### src/rtl/mem_share_grant_sched.sv
// mem_share_grant_sched: serialises flagged requestors onto SHARED_PORT_NUM shared-bank ports, lowest index first
//   sys_clk, rstn          : clock, asynchronous active-low reset
//   rqst_valid_i/ready_o   : batch handshake; ready is high only while idle
//   share_rqstFlag_i       : per-requestor shared-bank request flags
//   rqst_addr_i            : packed column addresses, lane i at [(i+1)*W-1:i*W]
//   grant_valid_o          : grant_mask_o/grant_addr_o are valid this cycle
//   grant_mask_o           : requestors granted this cycle (at most SHARED_PORT_NUM bits set)
//   grant_addr_o           : latched addresses of granted lanes, other lanes zero
//   batch_done_o           : one-cycle pulse when a batch has been fully served
//   round_cnt_o            : grant rounds issued for the current/last batch (saturating)
module mem_share_grant_sched #(
  parameter int SHARED_BANK_NUM    = 5,
  parameter int RQST_ADDR_BITWIDTH = 2,
  parameter int SHARED_PORT_NUM    = 2,
  parameter int ROUND_CNT_BITWIDTH = 3
) (
  input  logic                                        sys_clk,
  input  logic                                        rstn,
  input  logic                                        rqst_valid_i,
  output logic                                        rqst_ready_o,
  input  logic [SHARED_BANK_NUM-1:0]                  share_rqstFlag_i,
  input  logic [RQST_ADDR_BITWIDTH*SHARED_BANK_NUM-1:0] rqst_addr_i,
  output logic                                        grant_valid_o,
  output logic [SHARED_BANK_NUM-1:0]                  grant_mask_o,
  output logic [RQST_ADDR_BITWIDTH*SHARED_BANK_NUM-1:0] grant_addr_o,
  output logic                                        batch_done_o,
  output logic [ROUND_CNT_BITWIDTH-1:0]               round_cnt_o
);
  localparam int N = SHARED_BANK_NUM;
  localparam int W = RQST_ADDR_BITWIDTH;
  typedef enum logic {IDLE, SERVE} state_t;
  state_t state, state_nxt;
  logic [N-1:0] pending, sel, rem;
  logic [W*N-1:0] addr_q, addr_sel;
  logic accept;
  int cnt;
  assign rqst_ready_o = state == IDLE;
  assign accept = rqst_valid_i && rqst_ready_o;
  assign rem = pending & ~sel;
  // pick the lowest SHARED_PORT_NUM set bits of pending
  always_comb begin
    sel = '0;
    cnt = 0;
    for (int i = 0; i < N; i++)
      if (pending[i] && cnt < SHARED_PORT_NUM) begin
        sel[i] = 1'b1;
        cnt++;
      end
  end
  for (genvar g = 0; g < N; g++) begin : g_addr
    assign addr_sel[g*W +: W] = sel[g] ? addr_q[g*W +: W] : '0;
  end
  always_comb begin
    state_nxt = state;
    if (state == IDLE)
      state_nxt = (accept && |share_rqstFlag_i) ? SERVE : IDLE;
    else
      state_nxt = (rem == '0) ? IDLE : SERVE;
  end
  always_ff @(posedge sys_clk or negedge rstn)
    if (!rstn) state <= IDLE;
    else state <= state_nxt;
  always_ff @(posedge sys_clk or negedge rstn) begin
    if (!rstn) begin
      pending       <= '0;
      addr_q        <= '0;
      grant_valid_o <= 1'b0;
      grant_mask_o  <= '0;
      grant_addr_o  <= '0;
      batch_done_o  <= 1'b0;
      round_cnt_o   <= '0;
    end else if (state == IDLE) begin
      grant_valid_o <= 1'b0;
      grant_mask_o  <= '0;
      grant_addr_o  <= '0;
      // an empty batch completes immediately without any grant round
      batch_done_o  <= accept && share_rqstFlag_i == '0;
      if (accept) begin
        pending     <= share_rqstFlag_i;
        addr_q      <= rqst_addr_i;
        round_cnt_o <= '0;
      end
    end else begin
      grant_valid_o <= 1'b1;
      grant_mask_o  <= sel;
      grant_addr_o  <= addr_sel;
      pending       <= rem;
      round_cnt_o   <= &round_cnt_o ? round_cnt_o : round_cnt_o + 1'b1;
      batch_done_o  <= rem == '0;
    end
  end
endmodule

### config.mk
export PLATFORM = sky130hd
export DESIGN_NAME = mem_share_grant_sched
export DESIGN_NICKNAME = d
export VERILOG_FILES = /design/src/rtl/mem_share_grant_sched.sv
export SDC_FILE = /design/constraint.sdc
export NUM_CORES = 1
export LEC_CHECK = 0
export BUFFER_PORTS_ARGS = -buffer_cell sky130_fd_sc_hd__buf_4
export CAP_MARGIN = 10
export CORE_AREA = 2 2 55 57
export CTS_CLUSTER_DIAMETER = 200
export DETAILED_ROUTE_END_ITERATION = 8
export DIE_AREA = 0 0 57 59
export PLACE_DENSITY_LB_ADDON = 0.05
export SYNTH_ARGS = -nofsm -noshare
export SYNTH_HDL_FRONTEND = slang
export SYNTH_SLANG_ARGS = --single-unit
### constraint.sdc
create_clock -name sys_clk -period 5.8 [get_ports sys_clk]
set_clock_uncertainty 0.05 [all_clocks]
set_input_delay 0.29 -clock sys_clk [delete_from_list [all_inputs] [get_ports sys_clk]]
set_output_delay 0.29 -clock sys_clk [all_outputs]
set_load 0.01 [all_outputs]
==> run summary, run 1 <==
• **total of flip-flops plus latches after synthesis** 36
• **CP Capture Type** register
• **Placement Cell Area** 1780 um2
• **die area** 3360 um2
• **data required time of the critical path** 6.03 ns
• **via count of the first global-routing pass** 947
• **Filler Cell Count** 213
• **global-route wire length before repair** 4.41 mm
• **global-route total usage across every layer** 17.9%
• **initial core utilization** 54.2%
• **weighted congestion at the end of routability-driven global placement** 0.895
• **clock edge transition at the registers on the reported setup and hold paths** 0.11 ns
• **Worst Path Arrival** 3.08 ns
• **CP Class** register to register
• **most common cell after layout, fill and taps aside** buf_4
• **pin count of the biggest net entering global routing** 37
• **net count after synthesis** 140
• **Pins Over Slew Limit** 0
• **Die Span X** 57 um
• **CTS H-Tree Depth** 2
• **post-synth cell types** 27
• **Maximum Capacitance Violations** 0
• **post-CTS setup buffer count** 0
• **antenna diode count** 0
• **worst-skew pair later-pin latency** 0.34 ns
• **Post-Synthesis Cells** 116
• **Worst slew margin** 62.4%
• **netlist area before placement** 1470 um2
• **area leader, netlist** dfrtp_1
• **largest driver fanout on the critical path** 6
• **Initial DRC Count** 33
• **Pre-antenna DRT Iters** 4
• **fin crit share** 49.1%
• **number of buffers added by the clock tree synthesis step** 5
• **top achievable clock speed** 351 MHz
• **final number of setup-violating endpoints** 0
• **CTS Buffer Depth** 2
• **RSZ-0062 raised after global routing** no
• **area of the core** 2710 um2
• **number of I/O port buffers** 38
• **portion of synthesized cell area occupied by the leading cell type** 61.3%
• **clock tree from TritonCTS** yes
• **top library cells by usage in the layout, fill and taps aside** buf_4 (39), dfrtp_1 (36), mux2_2 (10)
• **clock period minus final worst setup slack** 2.85 ns
• **mean instance size in the synthesized netlist** 12.7 um2
• **kind of launch point of the worst setup path** register
• **number of clock sinks seen by CTS** 36
• **DRC violations left** 0
• **Power Density** 354 nW/um2
• **share of final-layout standard cells stronger than drive strength 1** 35.8%
• **final routed wire length divided by cell count** 13.9 um
• **slew at the pin closest to its max-slew limit** 0.564 ns
• **root buffer cell** clkbuf_4
• **sequential-to-total area share from yosys stat** 61.3%
• **final hold violation count** 0
• **accumulated negative setup slack** 0 ns
• **global-route congestion overflow total** 0
• **largest voltage drop on the vdd net** 270 uV
• **layout-stage area growth over the synthesis result** 26.9%
• **Worst Hold Class** input port to register
• **initial antenna violation count** 0
• **Register-to-Register Path Depth** 8
• **final routed wirelength across all metal layers** 2.64 mm
• **vertical extent of the die** 59 um
• **detailed-route vias per instance** 5.26
• **Post-layout nets** 182
• **Yosys warning count** 0
• **status** finished, final reports clean
• **IO Count** 39
• **Design Area, Final** 1860 um2
• **dominant cells by area after synthesis** dfrtp_1 (61%), mux2_2 (7.7%), ha_1 (4.3%), mux2i_1 (3.4%), and3_1 (2.6%)
• **leakage power of the design** 0.000962 uW
• **vias after detailed routing** 1000
• **number of placement rows** 19
• **antenna-violating nets left** 0
• **instance count along the most critical hold path** 3
routing by layer:
layer / vias up / GRT usage, % / part of all wire (%)
li1: 481 / - / -
met1: 485 / 22.6 / 43
met2: 27 / 27.6 / 49
met3: 7 / 6.77 / 5.7
met4: 0 / 7.97 / 1.9
met5: - / 0 / 0
synth_stat cells:
library cell	instances
nor2_1	9
and3_4	1
o31ai_1	1
and3_1	6
clkinv_1	1
mux2i_1	5
or4_1	1
buf_2	3
ha_1	5
nand3_1	1
o311a_1	1
a21oi_1	2
nor2b_1	4
xor2_1	1
a22o_1	1
or4b_1	1
nand2_1	5
o211ai_1	1
a22oi_1	1
o21ai_0	7
o22ai_1	1
clkbuf_1	2
mux2_2	10
fa_1	1
and2_1	5
dfrtp_1	36
inv_1	4
worst max-delay path: stages (launching register included):
cell and delay [ns]:
dfrtp_1 0.47, ha_1 0.29, nor2b_1 0.28, fa_1 0.47
ha_1 0.30, or4b_1 0.47, o31ai_1 0.12, and3_4 0.24
and2_1 0.12
state kept, by name, indices dropped and copies added (netlist names):
name	count
pending	5
addr_q	10
grant_valid_o	1
batch_done_o	1
grant_addr_o	10
state	1
round_cnt_o	3
grant_mask_o	5
worst paths after layout:
check	start	end	slack, ns
worst min-delay path	share_rqstFlag_i[2]	pending[2]	0.12
worst max register to register	pending[0]	grant_addr_o[9]	2.95
min in group asynchronous	rstn	state	0.38
max in group asynchronous	rstn	grant_addr_o[4]	5.01
worst max-delay path	pending[0]	grant_addr_o[9]	2.95
worst min register to register	addr_q[6]	grant_addr_o[6]	0.44
final cells by class:
type | instances | area, um2 | share of cell area [%]
clock inverter | 2 | 35.0 | 1.88
clock buffer | 6 | 41.3 | 2.21
inverter | 5 | 18.8 | 1.01
sequential | 36 | 901 | 48.3
multi-input combinational | 70 | 527 | 28.3
tap | 31 | 38.8 | 2.08
timing repair buffer | 40 | 303 | 16.2
what timing repair did:
action                    4_1_cts  5_1_grt
resized for setup               0        0
hold buffers                    1        0
hold endpoints to repair       36        0
power by group:
part,internal (uW),leakage [uW],switching [uW],total [uW]
logic,84.9,0.000455,72.8,158
registers,297,0.000465,36.9,334
clock network,90.3,0.0000422,78.6,169
total,472,0.000962,188,660
cells by family after synthesis:
family                   count (synthesis)  synth area share [%]
AO/OA/AOI/OAI                           15                  6.30
multiplexers                            15                  11.1
buffers and inverters                   10                  2.81
flip-flops                              36                  61.3
adder cells (fa/ha/maj)                  6                  5.62
AND/OR/NAND/NOR                         33                  12.3
XOR/XNOR                                 1                 0.596
per-stage QoR:
step	worst slack (ns)	util (%)	instances	power [uW]	hold WS, ns
global route	2.81	68.8	190	702	0.111
global placement	3.11	65.6	181	490	0.212
floorplan	3.22	-	116	425	-0.0556
finish	2.95	68.8	190	660	0.121
CTS	2.95	68.8	190	669	0.101
detailed placement	2.99	65.6	181	498	0.217
No activity file was read; power rests on OpenSTA's default activity.
==> inputs of run 2 (changes only) <==
CORE_AREA = 2 2 60 62   (was 2 2 55 57)
DIE_AREA = 0 0 62 64   (was 0 0 57 59)
clock period = 2.3 ns   (was 5.8 ns; I/O delays follow)
==> run 2 against run 1 <==
  * The run now ends with negative setup slack left
  * First-iteration DRC count rose by 76%
  * Clock power rose to 2.5 times the previous value
  * Flip-flop and latch count did not move
  * Sequential share of layout area fell by 7.1 points
  * Global-route usage rose by 0.79 points
  * Register-to-register slack got worse by 3.1 ns
  * Critical path type unchanged
==> run summary, run 2 (synthesized netlist as in run 1, its figures left out) <==
• **Final Instance Count excl. Fillers** 234, +23%
• **final routed wire length divided by cell count** 13.1 um, -5.9%
• **clock period minus final worst setup slack** 2.43 ns, -0.415 ns
• **share of power burned in the clock network** 23.7%, -1.9 points
• **met2 wire length** 1.60 mm, +23%
• **fin crit share** 106%, +57 points
• **root buffer cell** clkbuf_4
• **number of cells in the design after placement** 207, +14%
• **final number of setup-violating endpoints** 4, +4
• **die area** 3970 um2, +18%
• **clock edge transition at the registers on the reported setup and hold paths** 0.11 ns, about the same
• **kind of launch point of the worst setup path** register
• **leakage power of the design** 0.00110 uW, +14%
• **antenna diode count** 0, unchanged
• **family with the most delay on the worst path** simple AND/OR/NAND/NOR gates
• **Pwr Total** 1810 uW, +170%
• **CTS H-Tree Depth** 2, unchanged
• **share of power burned in combinational logic** 30.1%, +6.2 points
• **global-route wire length before repair** 5.38 mm, +22%
• **Power Density** 826 nW/um2, +130%
• **RSZ-0062 raised after global routing** yes
• **top achievable clock speed** 411 MHz, +17%
• **final routed wirelength across all metal layers** 3.06 mm, +16%
• **IO Count** 39, unchanged
• **Switch Pwr** 515 uW, +170%
• **standard cell with the maximum stage delay on the critical path** or4b_4
• **CP dominant cell by count** ha_4
• **slew at the pin closest to its max-slew limit** 0.577 ns, +0.0122 ns
• **Pre-antenna DRT Iters** 4, unchanged
• **via count of the first global-routing pass** 1213, +28%
• **Met1 Routed Length** 1.25 mm, +9.1%
• **DRC violations left** 0, unchanged
• **detailed-route vias per instance** 4.82, -8.5%
• **vias after detailed routing** 1127, +13%
• **share of final-layout standard cells stronger than drive strength 1** 41.5%, +5.6 points
• **final hold violation count** 0, unchanged
• **HPWL Detailed** 2.09 mm
• **endpoint of the worst register-to-register path** grant_addr_o[9]
• **vertical extent of the die** 64 um, +8.5%
• **crit path buf inv count** 0, unchanged
• **CP Capture Type** register
• **Internal Pwr Total** 1290 uW, +170%
• **pin count of the biggest net entering global routing** 37, unchanged
• **area of the core** 3280 um2, +21%
• **Worst Hold Class** input port to register
• **Initial DRC Count** 58, +76%
• **global-route total usage across every layer** 18.7%, +0.79 points
• **worst hold start** share_rqstFlag_i[4]
• **FF-to-FF setup slack** -0.13 ns, -3.08 ns
• **worst r2r src** pending[1]
• **Placement Cell Area** 1900 um2, +7.0%
• **endpoint of the worst hold-timing path** pending[4]
• **Filler Cell Count** 254, +19%
• **instance count along the most critical hold path** 3, unchanged
• **worst stage delay on the critical path** 0.49 ns, +0.02 ns
• **Sw Ratio** 28.4%, -0.073 points
• **top library cells by usage in the layout, fill and taps aside** buf_4 (53), dfrtp_1 (34), dlygate4sd3_1 (16)
• **Max Used Layer** met4
• **number of placement rows** 21, +2
• **Die Span X** 62 um, +8.8%
• **final worst slack** -0.134 ns, -3.08 ns
• **number of buffers added by the clock tree synthesis step** 5, unchanged
• **status** complete, but fails checks
• **Cell Chain, Critical Path** ha_4, nor2b_4, fa_1, ha_4, or4b_4, o31ai_4, and3_4, and2_1
• **layout-stage area growth over the synthesis result** 49.1%
• **global-route congestion overflow total** 0, unchanged
• **weighted congestion at the end of routability-driven global placement** 0.758, -15%
• **clock tree from TritonCTS** yes
• **Post-layout nets** 211, +16%
• **violated checks** negative setup slack
• **number of clock sinks seen by CTS** 36, unchanged
• **initial core utilization** 44.7%, -9.5 points
• **CP Class** register to register
• **worst-skew pair later-pin latency** 0.34 ns, about the same
• **Sequential cell area** 903 um2, +0.28%
• **area taken by multi-input logic gates** 577 um2, +9.5%
• **number of I/O port buffers** 38, unchanged
• **Pins Over Slew Limit** 0, unchanged
• **data required time of the critical path** 2.53 ns, -3.50 ns
• **antenna-violating nets left** 0, unchanged
• **registers with the most flip-flops** addr_q: 10 flops, grant_addr_o: 10 flops
• **largest driver fanout on the critical path** 3, -3
• **CTS Buffer Depth** 2, unchanged
• **largest voltage drop on the vdd net** 429 uV, +59%
• **Maximum Capacitance Violations** 0, unchanged
• **most common cell after layout, fill and taps aside** buf_4
• **initial antenna violation count** 0, unchanged
• **Design Area, Final** 2190 um2, +18%
• **Worst slew margin** 61.6%, -0.81 points
• **Register-to-Register Path Depth** 8, unchanged
• **Worst Path Arrival** 2.66 ns, -0.42 ns
• **part of the total power dissipated in sequential elements** 46.3%, -4.2 points
• **total length of routed met3 wires** 158 um, +4.6%
## run 2: power by group through the flow
stage | registers (uW) | clock network (uW) | logic (uW)
global placement | 843 | 0 | 447
global route | 856 | 477 | 601
finish | 837 | 428 | 544
CTS | 839 | 441 | 507
detailed placement | 853 | 0 | 464
floorplan | 849 | 0 | 234
## run 2: area by class of cell
type	instances	area share [%]
Clock buffer	6	1.88
Clock inverter	2	1.60
Inverter	5	0.857
Multi-Input combinational cell	70	26.3
Sequential cell	36	41.2
Tap cell	46	2.63
Timing Repair Buffer	69	25.5
## run 2: worst max path at each step
| stage | start | to | slack (ns) | cells past startpoint |
|---|---|---|---|---|
| after detailed placement | pending[1] | grant_addr_o[8] | -0.17 | 8 |
| after global routing | pending[1] | grant_addr_o[8] | -0.22 | 8 |
| final | pending[1] | grant_addr_o[9] | -0.13 | 8 |
| after global placement | pending[1] | grant_addr_o[9] | -0.14 | 8 |
| after floorplan | pending[0] | grant_addr_o[8] | -0.14 | 8 |
| after CTS | pending[1] | grant_addr_o[8] | -0.18 | 8 |
## run 2: worst min-delay path: stages
cell and delay [ns]:
buf_4 0.09, a21oi_1 0.05, a21oi_1 0.11
## run 2: what timing repair did
item | in CTS | in global routing
endpoints found under the hold margin | 51 | 0
hold buffers | 16 | 0
pin swaps | 2 | 2
buffers inserted | 2 | 1
setup endpoints to repair | 4 | 4
gates resized for setup | 1 | 3
## run 2: per-stage QoR
stage	util, %	setup WS [ns]	hold slack, ns	setup TNS (ns)
after floorplan	-	-0.139	-0.231	-0.310
after global placement	57.9	-0.138	0.0370	-0.302
after detailed placement	57.9	-0.171	0.0432	-0.410
after CTS	65.7	-0.182	0.0112	-0.543
after global routing	66.7	-0.218	0.0145	-0.663
final	66.7	-0.134	0.0278	-0.349
## run 2: layer usage
layer,vias to the layer above,GRT usage (%)
met5,-,0
met4,0,6.38
met3,6,6.68
met2,27,31.6
met1,557,21.0
li1,537,-
==> inputs of run 3 (changes only) <==
CORE_AREA = 2 2 76 78   (was 2 2 60 62)
DIE_AREA = 0 0 78 80   (was 0 0 62 64)
==> run 3 against run 2 <==
  * The flow still finishes with violations (negative setup slack)
  * Sequential share of layout area is 1.6 points higher
  * Register-to-register slack worse by 0.02 ns
  * Flip-flop and latch count stayed put
  * Largest cell class unchanged
==> run summary, run 3 (synthesized netlist as in run 1, its figures left out) <==
• **largest driver fanout on the critical path** 3, unchanged
• **Internal Pwr Total** 1320 uW, +1.8%
• **Initial DRC Count** 43, -26%
• **initial core utilization** 27.2%, -18 points
• **number of cells in the design after placement** 232, +12%
• **registers with the most flip-flops** addr_q: 10 flops, grant_addr_o: 10 flops
• **Maximum Capacitance Violations** 0, unchanged
• **CTS Buffer Depth** 2, unchanged
• **family with the most delay on the worst path** simple AND/OR/NAND/NOR gates
• **FF-to-FF setup slack** -0.15 ns, -0.02 ns
• **vertical extent of the die** 80 um, +25%
• **Critical Path Start** pending[1]
• **clock period minus final worst setup slack** 2.45 ns, +0.0159 ns
• **status** complete, but fails checks
• **DRC violations left** 0, unchanged
• **share of final-layout standard cells stronger than drive strength 1** 46.3%, +4.8 points
• **number of I/O port buffers** 38, unchanged
• **crit path capture** grant_addr_o[8]
• **Register-to-Register Path Depth** 8, unchanged
• **global-route wire length before repair** 5.54 mm, +3.1%
• **final worst slack** -0.150 ns, -0.0159 ns
• **number of placement rows** 27, +29%
• **number of clock sinks seen by CTS** 36, unchanged
• **detailed-route vias per instance** 4.30, -11%
• **Power Density** 880 nW/um2, +6.6%
• **vias after detailed routing** 1062, -5.8%
• **antenna diode count** 0, unchanged
• **pin count of the biggest net entering global routing** 37, unchanged
• **Pwr Total** 1850 uW, +2.5%
• **root buffer cell** clkbuf_8
• **IO Count** 39, unchanged
• **clock edge transition at the registers on the reported setup and hold paths** 0.07 ns, -0.04 ns
• **initial antenna violation count** 0, unchanged
• **area of the core** 5410 um2, +65%
• **CTS H-Tree Depth** 2, unchanged
• **top library cells by usage in the layout, fill and taps aside** buf_4 (55), dfrtp_1 (34), mux2_2 (10)
• **antenna-violating nets left** 0, unchanged
• **Worst Hold Class** input port to register
• **violated checks** negative setup slack
• **most common cell after layout, fill and taps aside** buf_4
• **final hold violation count** 0, unchanged
• **slew at the pin closest to its max-slew limit** 0.612 ns, +0.0357 ns
• **worst r2r src** pending[1]
• **fin crit share** 107%, +0.69 points
• **Sw Ratio** 28.9%, +0.44 points
• **via count of the first global-routing pass** 1171, -3.5%
• **Pre-antenna DRT Iters** 3, -1
• **top achievable clock speed** 408 MHz, -0.65%
• **global-route congestion overflow total** 0, unchanged
• **accumulated negative setup slack** -0.428 ns, -0.0792 ns
• **Final Instance Count excl. Fillers** 247, +5.6%
• **global-route total usage across every layer** 11.6%, -7.0 points
• **Filler Cell Count** 543, +110%
• **share of power burned in the clock network** 24.3%, +0.6 points
• **endpoint of the worst register-to-register path** grant_addr_o[8]
• **number of logic stages on the critical path including buffering** 8, unchanged
• **Pins Over Slew Limit** 0, unchanged
• **CP Capture Type** register
• **Cell Chain, Critical Path** ha_4, nor2b_4, fa_1, ha_4, or4b_4, o31ai_4, and3_4, and2_1
• **Worst Path Arrival** 2.63 ns, -0.03 ns
• **worst stage delay on the critical path** 0.50 ns, about the same
• **Switch Pwr** 535 uW, +4.1%
• **final number of setup-violating endpoints** 4, unchanged
• **data required time of the critical path** 2.48 ns, -0.05 ns
• **part of the total power dissipated in sequential elements** 45.2%, -1.1 points
• **Post-layout nets** 198, -6.2%
• **CP dominant cell by count** ha_4
• **Worst slew margin** 59.2%, -2.4 points
• **final routed wirelength across all metal layers** 3.28 mm, +7.0%
• **standard cell with the maximum stage delay on the critical path** or4b_4
• **largest voltage drop on the vdd net** 321 uV, -25%
• **die area** 6240 um2, +57%
• **Die Span X** 78 um, +26%
• **weighted congestion at the end of routability-driven global placement** 0.681, -10%
• **worst-skew pair later-pin latency** 0.28 ns, -0.06 ns
• **share of power burned in combinational logic** 30.4%, +0.3 points
• **CP Class** register to register
• **leakage power of the design** 0.00105 uW, -4.4%
• **RSZ-0062 raised after global routing** yes
• **crit path buf inv count** 0, unchanged
• **clock tree from TritonCTS** yes
• **number of buffers added by the clock tree synthesis step** 5, unchanged
• **layout-stage area growth over the synthesis result** 43.4%
• **final routed wire length divided by cell count** 13.3 um, +1.4%
• **kind of launch point of the worst setup path** register
• **HPWL Detailed** 2.16 mm, +3.5%
[run 3: cell count changes in the layout (fill, tap and decap cells not counted)]
cell           delta
clkinv_2          -1
nor2b_2           +1
buf_4             +2
bufinv_16         -1
clkbuf_1          +1
nor2_1            -1
clkbuf_8          +6
nor2b_1           -1
dlygate4sd3_1    -15
clkbuf_4          -5
nor2_2            +1
[run 3: power groups by stage]
stage | clock (uW) | sequential (uW) | combinational [uW]
after floorplan | 0 | 849 | 234
after detailed placement | 0 | 850 | 461
final | 451 | 838 | 564
after global routing | 504 | 857 | 622
after CTS | 473 | 838 | 493
after global placement | 0 | 846 | 455
[run 3: timing repair]
action | CTS | global route
setup buffers | 2 | 4
pin swaps | 1 | 3
hold endpoints to repair | 36 | 0
hold buffers | 1 | 0
resized for setup | 1 | 5
endpoints found under the setup margin | 4 | 6
[run 3: worst min-delay path by stage]
stage                           endpoint           start  cells after the start  slack, ns
after global placement    round_cnt_o[2]            rstn                      1       0.05
after floorplan                addr_q[0]            rstn                      0      -0.23
after global routing           addr_q[4]  rqst_addr_i[4]                      2      0.002
after CTS                      addr_q[9]  rqst_addr_i[9]                      2      0.002
final                          addr_q[9]  rqst_addr_i[9]                      2       0.01
after detailed placement  round_cnt_o[2]            rstn                      1       0.05
[run 3: area by class of cell]
| cell class | count | area (um2) | area share [%] |
|---|---|---|---|
| sequential | 36 | 903 | 42.9 |
| tap | 72 | 90.1 | 4.28 |
| inverter | 5 | 18.8 | 0.891 |
| multi-input combinational | 70 | 582 | 27.6 |
| timing repair buffer | 56 | 423 | 20.1 |
| clock buffer | 8 | 90.1 | 4.28 |
[run 3: routing by layer]
layer  vias up  wire [um]  track usage, %
li1        510          -               -
met1       519       1360            13.3
met2        26       1680            20.3
met3         7        181            3.85
met4         0         55            4.21
met5         -          0               0
[run 3: through the flow]
step / cell area [um2] / hold WS (ns) / utilization (%) / setup slack (ns)
3_3_place_gp: 1930 / 0.0471 / 35.6 / -0.145
2_1_floorplan: 1490 / -0.231 / - / -0.139
4_1_cts: 2050 / 0.00210 / 37.9 / -0.164
3_5_place_dp: 1930 / 0.0495 / 35.6 / -0.190
6_report: 2110 / 0.0117 / 39.0 / -0.150
5_1_grt: 2110 / 0.00237 / 39.0 / -0.224
